==> src/rtl/bcd_countdown_timer.sv <==
// bcd_countdown_timer
// Multi-digit BCD countdown timer for game rounds. NDIGITS decade down-counters
// chained by borrow, with load (digits clamped to 9), start/pause, saturating
// bonus-time add, optional auto-reload on expiry and expiry flags.
//
// Ports
//   clk          system clock
//   rst          synchronous reset, active low
//   tick_in      one count unit (1-cycle pulse)
//   load_in      latch load_val into count and reload register, go IDLE
//   load_val     BCD preset, digit i at [4i+3:4i]
//   start_in     IDLE/PAUSED -> RUN (or EXPIRED when count is zero)
//   pause_in     RUN -> PAUSED
//   bonus_in     count += BONUS, saturating at all-9s (ignored when expired)
//   count        current BCD value
//   running      state is RUN
//   expired      state is EXPIRED
//   expire_pulse one cycle when the count runs out
//
// Per cycle only the highest-priority effective command acts:
// load > bonus > start/pause > tick. A start or pause that is ignored in the
// current state (or both asserted together) does not block a tick.
module bcd_countdown_timer #(
    parameter int NDIGITS     = 2,
    parameter int BONUS       = 5,
    parameter bit AUTO_RELOAD = 1'b0
) (
    input  logic                   clk,
    input  logic                   rst,
    input  logic                   tick_in,
    input  logic                   load_in,
    input  logic [4*NDIGITS-1:0]   load_val,
    input  logic                   start_in,
    input  logic                   pause_in,
    input  logic                   bonus_in,
    output logic [4*NDIGITS-1:0]   count,
    output logic                   running,
    output logic                   expired,
    output logic                   expire_pulse
);

    typedef enum logic [1:0] {IDLE, RUN, PAUSED, EXPIRED} state_t;

    localparam logic [3:0]               BONUS_D = 4'(BONUS);
    localparam logic [NDIGITS-1:0][3:0]  ALL9    = {NDIGITS{4'd9}};
    localparam logic [4*NDIGITS-1:0]     ONE     = {{(4*NDIGITS-1){1'b0}}, 1'b1};

    state_t state, state_nxt;
    logic [NDIGITS-1:0][3:0] cnt, cnt_nxt, rld, rld_nxt;
    logic [NDIGITS-1:0][3:0] load_clamp, cnt_dec, cnt_add;
    logic [NDIGITS:0]        borrow, carry;
    logic                    pulse_nxt, start_ok, pause_ok, cnt_zero, cnt_one;

    // Digit 0 always receives the decrement borrow; the bonus enters digit 0
    // as an addend, so no carry comes in from below.
    assign borrow[0] = 1'b1;
    assign carry[0]  = 1'b0;

    genvar i;
    generate
        for (i = 0; i < NDIGITS; i++) begin : g_digit
            logic [3:0] ld;
            logic [3:0] addend;
            logic [4:0] sum;

            assign ld            = load_val[4*i +: 4];
            assign load_clamp[i] = (ld > 4'd9) ? 4'd9 : ld;

            assign cnt_dec[i]  = !borrow[i]        ? cnt[i] :
                                 (cnt[i] == 4'd0)  ? 4'd9   : cnt[i] - 4'd1;
            assign borrow[i+1] = borrow[i] && (cnt[i] == 4'd0);

            assign addend       = (i == 0) ? BONUS_D : 4'd0;
            assign sum          = {1'b0, cnt[i]} + {1'b0, addend} + {4'd0, carry[i]};
            assign carry[i+1]   = (sum > 5'd9);
            assign cnt_add[i]   = (sum > 5'd9) ? 4'(sum - 5'd10) : sum[3:0];
        end
    endgenerate

    assign cnt_zero = (cnt == '0);
    assign cnt_one  = (cnt == ONE);
    assign start_ok = start_in && !pause_in && (state == IDLE || state == PAUSED);
    assign pause_ok = pause_in && !start_in && (state == RUN);

    always_comb begin
        state_nxt = state;
        cnt_nxt   = cnt;
        rld_nxt   = rld;
        pulse_nxt = 1'b0;
        if (load_in) begin
            cnt_nxt   = load_clamp;
            rld_nxt   = load_clamp;
            state_nxt = IDLE;
        end else if (bonus_in && state != EXPIRED) begin
            // carry out of the top digit means the sum passed all-9s
            cnt_nxt = carry[NDIGITS] ? ALL9 : cnt_add;
        end else if (start_ok) begin
            if (cnt_zero) begin
                state_nxt = EXPIRED;
                pulse_nxt = 1'b1;
            end else begin
                state_nxt = RUN;
            end
        end else if (pause_ok) begin
            state_nxt = PAUSED;
        end else if (tick_in && state == RUN) begin
            // zero cannot normally be held in RUN; treat it as expiry too
            if (cnt_one || cnt_zero) begin
                pulse_nxt = 1'b1;
                if (AUTO_RELOAD && rld != '0) begin
                    cnt_nxt = rld;
                end else begin
                    cnt_nxt   = '0;
                    state_nxt = EXPIRED;
                end
            end else begin
                cnt_nxt = cnt_dec;
            end
        end
    end

    always_ff @(posedge clk) begin
        if (!rst) begin
            state        <= IDLE;
            cnt          <= '0;
            rld          <= '0;
            running      <= 1'b0;
            expired      <= 1'b0;
            expire_pulse <= 1'b0;
        end else begin
            state        <= state_nxt;
            cnt          <= cnt_nxt;
            rld          <= rld_nxt;
            running      <= (state_nxt == RUN);
            expired      <= (state_nxt == EXPIRED);
            expire_pulse <= pulse_nxt;
        end
    end

    assign count = cnt;

endmodule
==> config.mk <==
export PLATFORM = sky130hd
export DESIGN_NAME = bcd_countdown_timer
export DESIGN_NICKNAME = d
export VERILOG_FILES = /design/src/rtl/bcd_countdown_timer.sv
export SDC_FILE = /design/constraint.sdc
export NUM_CORES = 1
export LEC_CHECK = 0
export ABC_AREA = 1
export CAP_MARGIN = 20
export CORE_ASPECT_RATIO = 1.1
export CORE_MARGIN = 1
export CORE_UTILIZATION = 35
export CTS_BUF_LIST = sky130_fd_sc_hd__clkbuf_2
export DETAILED_ROUTE_END_ITERATION = 10
export REMOVE_ABC_BUFFERS = 1
export SLEW_MARGIN = 5
export SYNTH_ARGS = -nofsm -noshare
export SYNTH_HDL_FRONTEND = slang
export SYNTH_SLANG_ARGS = --single-unit
==> constraint.sdc <==
create_clock -name clk -period 2.01 [get_ports clk]
set_input_delay 0.402 -clock clk [delete_from_list [all_inputs] [get_ports clk]]
set_output_delay 0.402 -clock clk [all_outputs]
set_load 0.02 [all_outputs]
==> results of run 1 <==
## cells in the mapped netlist (all sizes together), types with 2 or more instances
| master | number |
|---|---|
| nand2 | 51 |
| inv | 28 |
| nor2 | 23 |
| o21ai | 22 |
| a21oi | 21 |
| dfxtp | 13 |
| nand3 | 12 |
| ha | 9 |
| xor2 | 3 |
| clkbuf | 2 |
| nand3b | 2 |
| nor3 | 2 |
## stage by stage
stage	total power (W)	cell area, um2	hold slack (ps)	instances
6_report	0.000973	1860	590	293
5_1_grt	0.00105	1860	619	293
4_1_cts	0.000922	1730	594	292
3_5_place_dp	0.000747	1660	573	286
3_3_place_gp	0.000747	1660	566	286
2_1_floorplan	0.000566	1200	522	193
## flip-flops by register name, summed over array words and instances (netlist names)
name          flops
expire_pulse      1
running           1
expired           1
count             8
state             2
## timing repair
item | CTS | global route
pin swaps | 6 | 19
buffers inserted | 2 | 1
resized for setup | 15 | 27
setup endpoints to repair | 7 | 8
## cells in the final DEF (no fill, tap or decap), types with 5 or more instances in the layout
cell type and count:
a21oi_1 15, buf_4 23, clkdlybuf4s50_1 25, dfxtp_1 9, ha_1 5, inv_1 18
inv_2 8, nand2_1 41, nand2_2 8, nand3_1 9, nor2_1 18, nor2_2 5
o21ai_0 10, o21ai_1 9
## metal layers
layer  share of wire (%)  up-vias
met2                  51       34
li1                    -      736
met1                  43      616
met4                 1.7        0
met3                 4.0        6
met5                   0        -
## power breakdown
group	leakage (nW)	internal [W]	switching [W]
Combinational	0.722	0.000237	0.000279
Clock	0.0166	0.0000527	0.0000980
Sequential	0.109	0.000276	0.0000292
Total	0.847	0.000566	0.000407
## logic make-up after synthesis
group | after synthesis | synth area share, %
AOI/OAI and AO/OA | 46 | 22.3
xor gates and xnor gates | 4 | 2.88
adders and majority gates | 9 | 9.25
buffers and inverters | 31 | 10.2
DFF | 13 | 21.4
and+or+nand+nor | 93 | 34.0
## layout make-up
cell class	instances	area share (%)
Clock buffer	4	1.08
Sequential cell	13	14.6
Multi-Input combinational cell	152	52.4
Timing Repair Buffer	48	22.8
Inverter	28	5.93
Tap cell	48	3.23
## worst register-to-register path: cells and delay by family (launching register included)
kind | cells | cell delay, ps
AOI/OAI and AO/OA | 2 | 250
xor gates and xnor gates | 1 | 160
adders and majority gates | 3 | 480
buffers and inverters | 2 | 100
DFF | 1 | 390
and+or+nand+nor | 6 | 500
## path summary, 6_finish.rpt
check | start | to | slack (ps) | cells past startpoint
worst max-delay path | count[1] | count[1] | 70 | 14
worst min-delay path | state[1] | state[1] | 590 | 2
worst max register to register | count[1] | count[1] | 70 | 14
worst min register to register | state[1] | state[1] | 590 | 2
==> run summary, run 1 <==
CLOCKING
-------------------------------------------------------------------------------
Maximum root-to-sink buffer count ................................            2
Clock sink total .................................................           13
Clock latency at the later pin of the worst-skew pair ............       290 ps
Hold-fix buffer count after cts ..................................            0
CTS buffer count .................................................            3
Clock tree from TritonCTS ........................................         done
H-tree depth reported by CTS .....................................            1
Root Driver ......................................................     clkbuf_2
Clock-pin slew on the worst setup and hold paths .................       150 ps

FLOORPLAN
-------------------------------------------------------------------------------
I/O pin count ....................................................           26
Row cnt ..........................................................           22
Die Footprint ....................................................  0.00372 mm2
CORE AREA ........................................................  0.00333 mm2
Die X-Extent .....................................................      58.2 um
Starting Density .................................................        36.6%
Height of the chip ...............................................      63.9 um

ROUTING
-------------------------------------------------------------------------------
Wirelength, routed ...............................................      3420 um
DR pass1 iterations ..............................................            4
Post-route DRC ...................................................            0
Overall via count from detail_route ..............................         1392
Via count normalized by instance count ...........................         4.75
Number of nets still failing antenna checks after routing ........            0
Average routed wire per standard cell ............................      11.7 um
Starting DRT DRC Count ...........................................           70

SETUP PATH
-------------------------------------------------------------------------------
Critical Setup Path Class ........................................      reg2reg
Worst stage delay on the critical path ...........................       390 ps
Top Family by Delay on Critical Path ............................. simple AND/OR/NAND/NOR gates
Critical Path End Type ...........................................    flip-flop
CP cell instances ................................................ ha_4 > inv_4 > nand3_4 > nand2_2 > inv_2 > ha_4 > ha_4 > xnor2_2 > nand2_2 > nand2_4 > nand2_4 > o21ai_1 > nand2_1 > a21oi_2
Cell with the largest stage delay on the worst path ..............      dfxtp_4
Most numerous cell on the critical path ..........................         ha_4
Data arrival, critical path ......................................      2180 ps
Crit Path Max Fanout .............................................            6
Required time of the worst setup path ............................      2250 ps
Critical path buffers and inverters ..............................            2
Startpoint kind of the worst setup timing path ...................    flip-flop

HOLD PATH
-------------------------------------------------------------------------------
Worst min path class .............................................      reg2reg

GRT
-------------------------------------------------------------------------------
Pin count of the biggest net entering global routing .............            9
Global route overflow ............................................            0
Met1 routing resource usage after global routing .................        21.6%
Global-route wire length before repair ...........................      5490 um
Via count of the first global-routing pass .......................         1309
Global-route usage over all layers ...............................        19.2%
Met2 layer usage reported by global route ........................        35.5%
Most congested layer reported by global routing ..................         met2
Initial antenna violation count ..................................            0
Met3 layer usage reported by global route ........................        3.64%

TIMING
-------------------------------------------------------------------------------
Total negative slack for setup checks ............................         0 ps
Worst-case headroom to the max-slew limit ........................        71.3%
Upper clock frequency limit ......................................      516 MHz
Final critical delay including setup and external delays .........      1940 ps
Clock skew after layout ..........................................      13.1 ps
Worst setup slack after layout ...................................      70.7 ps
Final setup vio count ............................................            0
Slew at the pin with the worst max-slew slack ....................       427 ps
Ratio of final minimum period to clock period ....................        96.5%
Final Slew Violations ............................................            0
RSZ-0062 raised after global routing .............................          yes
Final count of hold timing violations ............................            0

FINISH
-------------------------------------------------------------------------------
Total Nets Final .................................................          270
Area Overhead vs Synth ...........................................        52.5%
Total area of multi-input combinational cells ....................      973 um2
Layout cell share with drive strength beyond 1 ...................        31.0%
Fillers ..........................................................          345
Layout Utilization ...............................................        55.7%
Antenna fix cells ................................................            0
Sequential standard cell area ....................................      270 um2

SYNTHESIS
-------------------------------------------------------------------------------
Post-Syn Instances ...............................................          196
Synth Register Bits ..............................................           13
Number of synthesized flops with an enable pin ...................            0
Biggest area contributors in the synthesized netlist ............. dfxtp_1 (21%), nand2_1 (14%), ha_1 (9.2%)
Cell area after synthesis ........................................  0.00122 mm2
Warning count from the yosys run .................................            0
FFs w/ async S/R, synth ..........................................           0%
Share of the yosys chip area belonging to registers ..............        21.4%
Mean Syn Cell Area ...............................................     6.21 um2
Top cell type's share of synthesized area ........................        21.4%
Number of distinct library cells after synthesis .................           28
Top FF cell, synth ...............................................      dfxtp_1
Synth area leader ................................................      dfxtp_1

PLACEMENT
-------------------------------------------------------------------------------
Detailed Place HPWL ..............................................      2630 um
Final weighted congestion of routability-driven global placement .        0.931
Number of I/O port buffers .......................................           25
Setup slack at placement .........................................     -86.4 ps

POWER
-------------------------------------------------------------------------------
Power density over the cells .....................................   524 mW/mm2
Leakage power ....................................................     0.847 nW
Worst vdd rail ir drop ...........................................   0.000299 V

JOB
-------------------------------------------------------------------------------
Maximum Capacitance Violations ...................................            0

OUTCOME
-------------------------------------------------------------------------------
Outcome .......................................................... finished clean

(Power assumes the default switching activity.)
==> inputs of run 2 (changes only) <==
--- a/config.mk
+++ b/config.mk
@@ -12,7 +12,6 @@
 export CORE_UTILIZATION = 35
 export CTS_BUF_LIST = sky130_fd_sc_hd__clkbuf_2
 export DETAILED_ROUTE_END_ITERATION = 10
-export REMOVE_ABC_BUFFERS = 1
 export SLEW_MARGIN = 5
 export SYNTH_ARGS = -nofsm -noshare
 export SYNTH_HDL_FRONTEND = slang
==> run summary, run 2 (synthesis results as in run 1) <==
OUTCOME
-------------------------------------------------------------------------------
Outcome .......................................................... finished clean

CLOCKING
-------------------------------------------------------------------------------
Clock-pin slew on the worst setup and hold paths .................       140 ps
H-tree depth reported by CTS .....................................            1
Maximum root-to-sink buffer count ................................            2
CTS buffer count .................................................            3
Clock sink total .................................................           13
Clock latency at the later pin of the worst-skew pair ............       280 ps
Clock tree from TritonCTS ........................................         done
Root Driver ......................................................     clkbuf_2

GRT
-------------------------------------------------------------------------------
Most congested layer reported by global routing ..................         met2
Global-route usage over all layers ...............................        19.9%
Met2 layer usage reported by global route ........................        35.5%
Via count of the first global-routing pass .......................         1331
Global-route wire length before repair ...........................      5780 um
Met3 layer usage reported by global route ........................        4.86%
Initial antenna violation count ..................................            0
Pin count of the biggest net entering global routing .............            9
Global route overflow ............................................            0
Met1 routing resource usage after global routing .................        24.6%

SETUP PATH
-------------------------------------------------------------------------------
Required time of the worst setup path ............................      2240 ps
Critical Setup Path Class ........................................      reg2reg
Startpoint kind of the worst setup timing path ...................    flip-flop
Critical path buffers and inverters ..............................            2
Worst stage delay on the critical path ...........................       390 ps
Crit Path Max Fanout .............................................            6
Top Family by Delay on Critical Path .............................  adder cells
Critical Path End Type ...........................................    flip-flop
Most numerous cell on the critical path ..........................         ha_4
CP cell instances ................................................ ha_4 > inv_2 > nand3_2 > nand2_2 > inv_2 > ha_4 > ha_4 > a21oi_2 > nand2_1 > nand2_4 > nand2_4 > o21ai_1 > nand2_1 > a21oi_2
Data arrival, critical path ......................................      2210 ps
Cell with the largest stage delay on the worst path ..............      dfxtp_4

FLOORPLAN
-------------------------------------------------------------------------------
CORE AREA ........................................................  0.00333 mm2
Row cnt ..........................................................           22
Height of the chip ...............................................      63.9 um
Die X-Extent .....................................................      58.2 um
I/O pin count ....................................................           26
Die Footprint ....................................................  0.00372 mm2
Starting Density .................................................        36.6%

TIMING
-------------------------------------------------------------------------------
Final setup vio count ............................................            0
Final critical delay including setup and external delays .........      1980 ps
Post-route worst hold slack ......................................       587 ps
Final count of hold timing violations ............................            0
RSZ-0062 raised after global routing .............................          yes
Final Slew Violations ............................................            0
Upper clock frequency limit ......................................      506 MHz
Worst-case headroom to the max-slew limit ........................        73.5%
Clock skew after layout ..........................................      5.14 ps
Ratio of final minimum period to clock period ....................        98.3%
Slew at the pin with the worst max-slew slack ....................       394 ps

FINISH
-------------------------------------------------------------------------------
Total Nets Final .................................................          270
Final Non-Filler Cells ...........................................          293
Final Instance Area ..............................................  0.00182 mm2
Layout cell share with drive strength beyond 1 ...................        30.6%
Most frequent cells in the layout ................................ nand2_1 (40), clkdlybuf4s50_1 (25), buf_4 (22), inv_1 (18), nor2_1 (18)
Number of flip-flops under the largest register name .............            8
Layout Utilization ...............................................        54.8%
Fillers ..........................................................          346
Area Overhead vs Synth ...........................................        49.8%
Antenna fix cells ................................................            0
Commonest non-fill, non-tap cell in the layout ...................      nand2_1

PLACEMENT
-------------------------------------------------------------------------------
Placed cell areas ................................................  0.00170 mm2
Final weighted congestion of routability-driven global placement .        0.841
Detailed Place HPWL ..............................................      2680 um
Placed cells .....................................................          287
Number of I/O port buffers .......................................           25

ROUTING
-------------------------------------------------------------------------------
Average routed wire per standard cell ............................      11.3 um
Starting DRT DRC Count ...........................................           63
Post-route DRC ...................................................            0
Wirelength, routed ...............................................      3300 um
Via count normalized by instance count ...........................         4.76
Overall via count from detail_route ..............................         1394
DR pass1 iterations ..............................................            4
Number of nets still failing antenna checks after routing ........            0

POWER
-------------------------------------------------------------------------------
Worst vdd rail ir drop ...........................................   0.000284 V
Leakage power ....................................................     0.844 nW
Power density over the cells .....................................   519 mW/mm2
Overall power ....................................................   0.000946 W

JOB
-------------------------------------------------------------------------------
Maximum Capacitance Violations ...................................            0

HOLD PATH
-------------------------------------------------------------------------------
Worst min path class .............................................      reg2reg

SYNTHESIS
-------------------------------------------------------------------------------
Net Count, Synth .................................................          220

run 2: changes by cell type in the layout (fill, tap and decap cells not counted), sizes merged:
cell    delta
clkbuf     -1
clkinv     +1
run 2: final timing paths:
kind                                 end  depth (start not counted)  startpoint  slack [ps]
worst max register to register  count[6]                         14    count[0]          30
worst min register to register  count[3]                          2    count[3]         590
worst max-delay path            count[6]                         14    count[0]          30
worst min-delay path            count[3]                          2    count[3]         590
run 2: routing by layer:
layer,vias to the layer above,part of all wire [%]
met3,2,5.5
li1,732,-
met1,619,44
met2,41,51
met4,0,0.30
met5,-,0
run 2: through the flow:
stage | setup TNS [ps] | setup WS, ps
after global routing | -337 | -96.6
after detailed placement | -104 | -46.6
after global placement | -61.4 | -39.8
after CTS | 0 | 2.69
after floorplan | 0 | 2.40
final | 0 | 33.9
run 2: layout make-up:
class | count | area, um2 | share of cell area (%)
tap | 48 | 60.1 | 3.29
clock buffer | 3 | 15.0 | 0.823
sequential | 13 | 268 | 14.7
multi-input combinational | 152 | 933 | 51.2
inverter | 28 | 108 | 5.90
clock inverter | 1 | 5.00 | 0.274
timing repair buffer | 48 | 435 | 23.9
run 2: power by group:
part	total, W	switching (W)	internal [W]
Clock	0.000138	0.0000931	0.0000450
Sequential	0.000305	0.0000287	0.000276
Combinational	0.000503	0.000270	0.000233
Total	0.000946	0.000392	0.000554
run 2: timing repair:
action | CTS | global route
resized for setup | 10 | 14
endpoints found under the setup margin | 5 | 9
hold buffers | 0 | 0
pin swaps | 8 | 12
cloned | 0 | 0
setup buffers | 1 | 1
run 2: worst reg2reg max path, stage by stage, from the launching register on:
cell	delay [ps]
dfxtp_4	390
ha_4	160
inv_2	50
nand3_2	80
nand2_2	80
inv_2	40
ha_4	160
ha_4	240
a21oi_2	100
nand2_1	100
nand2_4	120
nand2_4	60
o21ai_1	150
nand2_1	90
a21oi_2	110
==> inputs of run 3 (changes only) <==
--- a/config.mk
+++ b/config.mk
@@ -6,12 +6,14 @@
 export NUM_CORES = 1
 export LEC_CHECK = 0
 export ABC_AREA = 1
-export CAP_MARGIN = 20
+export CAP_MARGIN = 10
 export CORE_ASPECT_RATIO = 1.1
 export CORE_MARGIN = 1
 export CORE_UTILIZATION = 35
 export CTS_BUF_LIST = sky130_fd_sc_hd__clkbuf_2
+export CTS_CLUSTER_SIZE = 28
 export DETAILED_ROUTE_END_ITERATION = 10
+export REMOVE_ABC_BUFFERS = 1
 export SLEW_MARGIN = 5
 export SYNTH_ARGS = -nofsm -noshare
 export SYNTH_HDL_FRONTEND = slang
==> results of run 3 <==
No change in the layout: final DEF, timing and power equal those of run 1.
